--- src/rtl/tape_controller.sv ---
// -----------------------------------------------------------------------------
// tape_controller
//
// Data-tape controller for the Brainfuck core. It owns the data pointer and
// turns tape commands into read/modify/write sequences on a single-port RAM
// with a registered (1-cycle latency) read port. Each accepted command
// produces exactly one rsp_valid pulse carrying the resulting cell value.
//
// Optional feature macro: TAPE_WRAP_EN
//   defined   : LEFT/RIGHT wrap the pointer modulo 2**ADDR_WIDTH, no bound err
//   undefined : pointer saturates at the tape ends and err is set
//
// Ports:
//   clk, rst        clock; asynchronous active-high reset
//   cmd_valid/ready command handshake (accepted when both high at posedge)
//   cmd_op          0 INC, 1 DEC, 2 LEFT, 3 RIGHT, 4 PUT, 5 GET, 6-7 reserved
//   cmd_data        value for PUT
//   rsp_valid       one-cycle completion strobe
//   rsp_data        cell value after the command (valid with rsp_valid)
//   rsp_zero        rsp_data == 0 (valid with rsp_valid)
//   ptr             current data pointer
//   err             sticky error (reserved op, or bound hit without wrap)
//   ram_en/ram_wen  RAM enable / write enable
//   ram_addr        RAM address, always equal to ptr
//   ram_write       RAM write data (zero outside the write cycle)
//   ram_read        RAM registered read data
// -----------------------------------------------------------------------------
`timescale 1ns/1ps

`ifndef ADDR_WIDTH
`define ADDR_WIDTH 4
`endif
`ifndef DATA_WIDTH
`define DATA_WIDTH 8
`endif

module tape_controller #(
    parameter int ADDR_WIDTH = `ADDR_WIDTH,
    parameter int DATA_WIDTH = `DATA_WIDTH
) (
    input  logic                  clk,
    input  logic                  rst,
    input  logic                  cmd_valid,
    output logic                  cmd_ready,
    input  logic [2:0]            cmd_op,
    input  logic [DATA_WIDTH-1:0] cmd_data,
    output logic                  rsp_valid,
    output logic [DATA_WIDTH-1:0] rsp_data,
    output logic                  rsp_zero,
    output logic [ADDR_WIDTH-1:0] ptr,
    output logic                  err,
    output logic                  ram_en,
    output logic                  ram_wen,
    output logic [ADDR_WIDTH-1:0] ram_addr,
    output logic [DATA_WIDTH-1:0] ram_write,
    input  logic [DATA_WIDTH-1:0] ram_read
);

    localparam logic [2:0] OP_INC   = 3'd0;
    localparam logic [2:0] OP_DEC   = 3'd1;
    localparam logic [2:0] OP_LEFT  = 3'd2;
    localparam logic [2:0] OP_RIGHT = 3'd3;
    localparam logic [2:0] OP_PUT   = 3'd4;
    localparam logic [2:0] OP_GET   = 3'd5;

    localparam logic [DATA_WIDTH-1:0] ONE_D   = DATA_WIDTH'(1);
    localparam logic [ADDR_WIDTH-1:0] ONE_A   = ADDR_WIDTH'(1);
    localparam logic [ADDR_WIDTH-1:0] PTR_MAX = '1;

    typedef enum logic [1:0] {
        IDLE = 2'd0,
        RD   = 2'd1,
        WR   = 2'd2,
        DONE = 2'd3
    } state_t;

    state_t                  state_q, state_d;
    logic [ADDR_WIDTH-1:0]   ptr_q, ptr_d;
    logic                    err_q, err_d;
    logic [2:0]              op_q;
    logic [DATA_WIDTH-1:0]   data_q;
    logic                    accept;

    assign cmd_ready = (state_q == IDLE) && !rst;
    assign accept    = cmd_valid && cmd_ready;
    assign ptr       = ptr_q;
    assign ram_addr  = ptr_q;
    assign err       = err_q;
    assign rsp_zero  = rsp_valid && (rsp_data == '0);

    // Control state: aborted immediately by reset.
    always_ff @(posedge clk or posedge rst) begin
        if (rst) begin
            state_q <= IDLE;
            ptr_q   <= '0;
            err_q   <= 1'b0;
        end else begin
            state_q <= state_d;
            ptr_q   <= ptr_d;
            err_q   <= err_d;
        end
    end

    // Captured command; only meaningful while the FSM is busy, so no reset.
    always_ff @(posedge clk) begin
        if (accept) begin
            op_q   <= cmd_op;
            data_q <= cmd_data;
        end
    end

    always_comb begin
        state_d   = state_q;
        ptr_d     = ptr_q;
        err_d     = err_q;
        ram_en    = 1'b0;
        ram_wen   = 1'b0;
        ram_write = '0;
        rsp_valid = 1'b0;
        rsp_data  = '0;

        case (state_q)
            IDLE: begin
                if (accept) begin
                    state_d = RD;
                    case (cmd_op)
                        OP_INC, OP_DEC, OP_GET: ;
                        OP_PUT: state_d = WR;
                        // Pointer moves at the accept edge so RD fetches the
                        // new cell and ram_addr stays stable during RD.
                        OP_LEFT: begin
`ifdef TAPE_WRAP_EN
                            ptr_d = ptr_q - ONE_A;
`else
                            if (ptr_q == '0) err_d = 1'b1;
                            else             ptr_d = ptr_q - ONE_A;
`endif
                        end
                        OP_RIGHT: begin
`ifdef TAPE_WRAP_EN
                            ptr_d = ptr_q + ONE_A;
`else
                            if (ptr_q == PTR_MAX) err_d = 1'b1;
                            else                  ptr_d = ptr_q + ONE_A;
`endif
                        end
                        // Reserved opcodes flag the error and act as GET.
                        default: err_d = 1'b1;
                    endcase
                end
            end

            RD: begin
                ram_en  = 1'b1;
                state_d = ((op_q == OP_INC) || (op_q == OP_DEC)) ? WR : DONE;
            end

            WR: begin
                ram_en  = 1'b1;
                ram_wen = 1'b1;
                if (op_q == OP_INC)      ram_write = ram_read + ONE_D;
                else if (op_q == OP_DEC) ram_write = ram_read - ONE_D;
                else                     ram_write = data_q;
                rsp_valid = 1'b1;
                rsp_data  = ram_write;
                state_d   = IDLE;
            end

            DONE: begin
                // ram_read still holds the value fetched during RD.
                rsp_valid = 1'b1;
                rsp_data  = ram_read;
                state_d   = IDLE;
            end

            default: state_d = IDLE;
        endcase
    end

endmodule

--- config.mk ---
export PLATFORM = sky130hd
export DESIGN_NAME = tape_controller
export DESIGN_NICKNAME = d
export VERILOG_FILES = /design/src/rtl/tape_controller.sv
export SDC_FILE = /design/constraint.sdc
export NUM_CORES = 1
export LEC_CHECK = 0
export ABC_AREA = 1
export CAP_MARGIN = 25
export CORE_ASPECT_RATIO = 0.7
export CORE_MARGIN = 2
export CORE_UTILIZATION = 51
export CTS_BUF_LIST = sky130_fd_sc_hd__clkbuf_2
export CTS_CLUSTER_DIAMETER = 40
export DETAILED_ROUTE_END_ITERATION = 12
export PLACE_DENSITY = 0.94
export SETUP_SLACK_MARGIN = 0.15
export SYNTH_ARGS = -nofsm -noshare
export SYNTH_HDL_FRONTEND = slang
export SYNTH_SLANG_ARGS = --single-unit
--- constraint.sdc ---
create_clock -name clk -period 3.3 [get_ports clk]
set_input_delay 0.495 -clock clk [delete_from_list [all_inputs] [get_ports clk]]
set_output_delay 0.495 -clock clk [all_outputs]
set_load 0.1 [all_outputs]
==> impl_metrics.ini, run 1 <==
[run_status]
status = complete, no violations

[worst_setup_path]
wp_data_arrival_ns = 2.58
worst_path_max_delay_cell = clkdlybuf4s50_1
reg2regPathDepth = 9
worst-setup-path-type = in -> out
r2r_setup_slack_ns = 1.19
worst_setup_path_end_kind = primary output
regToRegEndpoint = ptr[3]
rr_startpoint = state_q[0]
timing.critical_path.required_ns = 2.80
crit_path_cell_chain = clkdlybuf4s50_1 -> inv_2 -> nand2_1 -> nor2_1 -> nor2_1 -> nand2_1 -> nand4_1 -> o21ai_1 -> nor2_1 -> nand2_1 -> nor2_4 -> buf_12
worst_setup_path_start_kind = input pin
worst_path_largest_cell_delay_ns = 0.76
max_fanout_on_critical_path = 10

[logic_synthesis]
synth.yosys.warnings = 0
synth-seq-area-share = 0.318
largest_family_of_logic_cells_by_synthesized_area = simple AND/OR/NAND/NOR gates
syn-mean-instance-area_sq_um = 7.19
synth_area_sq_um = 1590
synth-xor-area-share = 0.0220
ys_types = 30
synth-seq-cells = 18
post-synth-top-count-cell = nand2_1
synth-edff-count = 11
synth-adder-area-share = 0.0835
synth.net_count = 253
synth_top_area_frac = 0.208
synth-simple-area-share = 0.367
synthesis.instances = 221
netlist_top_cells_area = edfxtp_1 (21%), nand2_1 (12%), dfrtp_1 (11%), inv_1 (8.5%), ha_1 (7.1%)
synth_largest_area_cell = edfxtp_1
synth_area_in_compound_gates = 0.0638
synth_top_flop_cell = edfxtp_1
yosys-mux-area-fraction = 0
async_flop_share = 0.389
synth.cells.most_frequent = nand2_1 (52), inv_1 (36), nor2_1 (22), nand3_1 (17)

[detailed_routing]
routed_wire_length_per_instance_um = 13.5
detail_route.first_pass.iterations = 4
drt-initial-drc-count = 110
vias_per_cell = 5.23
drt_drc_violations_left = 0
num_vias = 1589
postRouteWirelength_um = 4110
final_antenna_net_count = 0

[power_and_ir_drop]
pwr-share-comb = 0.801
vdd_drop_max_mv = 0.795
netSwitchingFraction = 0.646
p_int_w = 0.000796
clock_network_fraction_of_total_power = 0.044
p_leak_nw = 1.07
power_density_nw_per_um2 = 998
pwr-share-seq = 0.155
net-switching-power_w = 0.00145

[hold_path]
worst_hold_check_path_type = in -> async

[final_layout]
drive_gt1_frac = 0.216
design.final.nets = 301
finalInstanceArea_sq_um = 2250
fillerInstances = 219
final_util = 0.780
area_of_the_multi_input_gates_sq_um = 875
diodes = 0
layout-area-overhead-vs-synth_pct = 41.6
seqCellArea_sq_um = 505

[global_route]
grt_start_max_net_pins = 14
antenna_found_initial = 0
wire_length_of_the_first_global_routing_pass_um = 6640
via_count_of_the_first_global_routing_pass = 1418
gr-total-overflow = 0
grtUsageTotal = 0.241

[floorplan]
design.die.area_sq_um = 3590
dieHeight_um = 50.7
start_util = 0.551
floorplan.io_pins = 52
rows = 16
chipWidth_um = 70.7
core_area_sq_um = 2880

[timing]
slew_violations = 0
period_needed_ns = 3.07
timing.fmax_mhz = 325
hold_violations = 0
final_min_period_over_clock_period = 0.932
finalClockSkew_ns = 0.00114
setup_total_negative_slack_ns = 0
timing.max_slew.rel_slack = 0.352
layout_setup_ws_ns = 0.226
setup_violations = 0
tightest_slew_ns = 0.969
grt_setup_unrepaired = false

[clock_tree]
cts.repair_timing.setup_buffer_count = 0
postCtsHoldBufs = 0
cts_made_buffers = 3
number_of_clock_sinks = 18
htreeDepth = 1
cts.root.buffer_cell = clkbuf_2
clock_path_buffers = 2
insertion_delay_of_the_later_clocked_pin_in_the_worst_skew_pair_ns = 0.32
worst_setup_hold_path_clk_slew_ns = 0.17
tritoncts = built

[place]
io_buffers = 51
pre_cts_ws_ns = 0.297
post_dp_hpwl_um = 3330
placedInstanceArea_sq_um = 2230
gp_congestion = 0.989

[run]
maxCapViolCount = 0
## layout make-up
class                   instances  share of cell area
well taps                      36              0.0200
multi-input cells             154               0.389
repair buffers                 52               0.289
clock inverters                 1             0.00167
flip-flops and latches         18               0.225
clock buffers                   3             0.00667
inverters                      40              0.0690
## power groups by stage
stage / clock network, W / logic, W / registers [W]
floorplan: 0 / 0.00116 / 0.000537
global placement: 0 / 0.00177 / 0.000348
detailed placement: 0 / 0.00179 / 0.000351
CTS: 0.0000998 / 0.00180 / 0.000347
global route: 0.000109 / 0.00186 / 0.000356
finish: 0.0000998 / 0.00180 / 0.000347
## worst max path at each step
stage / start / endpoint / slack (ns) / cells past startpoint
after detailed placement: ram_read[0] / rsp_zero / 0.30 / 13
after global placement: ram_read[0] / rsp_zero / 0.37 / 12
final: ram_read[3] / rsp_zero / 0.23 / 12
after floorplan: state_q[0] / ptr[3] / 0.20 / 9
after CTS: ram_read[0] / rsp_zero / 0.28 / 13
after global routing: ram_read[3] / rsp_zero / 0.15 / 12
## flip-flops by register name (all words and copies together) (netlist names)
register,cells
ptr,4
err,1
state_q,2
data_q,8
op_q,3
## through the flow
step	hold slack (ns)	instances	power (W)
2_1_floorplan	0.298	221	0.00170
3_3_place_gp	0.474	300	0.00212
3_5_place_dp	0.477	300	0.00215
4_1_cts	0.421	304	0.00225
5_1_grt	0.443	304	0.00233
6_report	0.424	304	0.00225
## routing by layer
metal	GRT usage	wire [um]
met3	0.0683	418
met2	0.389	1850
met5	0	0
met4	0.0597	59
met1	0.319	1780
## repair_timing
action | in CTS | in global routing
endpoints found under the setup margin | 0 | 1
endpoints found under the hold margin | 0 | 0
resized for setup | 0 | 1
## critical path: cells and delay by family
kind,cells,cell delay (ns)
buf+inv,3,1.05
compound gates,1,0.15
simple gates,8,0.87
## cells by family (layout without fill, tap and decap cells)
| kind of cell | after synthesis | after routing |
|---|---|---|
| AOI/OAI and AO/OA | 19 | 19 |
| and+or+nand+nor | 121 | 121 |
| adders and majority gates | 10 | 10 |
| DFF | 18 | 18 |
| buffers and inverters | 49 | 96 |
| xor gates and xnor gates | 4 | 4 |
## cell usage in the layout (no fill, tap or decap), types with 8 or more instances in the layout
cell              n
nor2_1           21
buf_12           15
nand2_1          51
edfxtp_1         11
inv_1            36
clkdlybuf4s50_1  27
o21ai_0          11
nand2_2          10
buf_4             9
ha_1              8
nand3_1          17
(Power assumes the default switching activity.)
==> inputs of run 2 (changes only) <==
Settings changed: CTS_CLUSTER_DIAMETER 40 to 150.
==> results of run 2 <==
The final DEF is identical to that of run 1; final timing and power are the same.
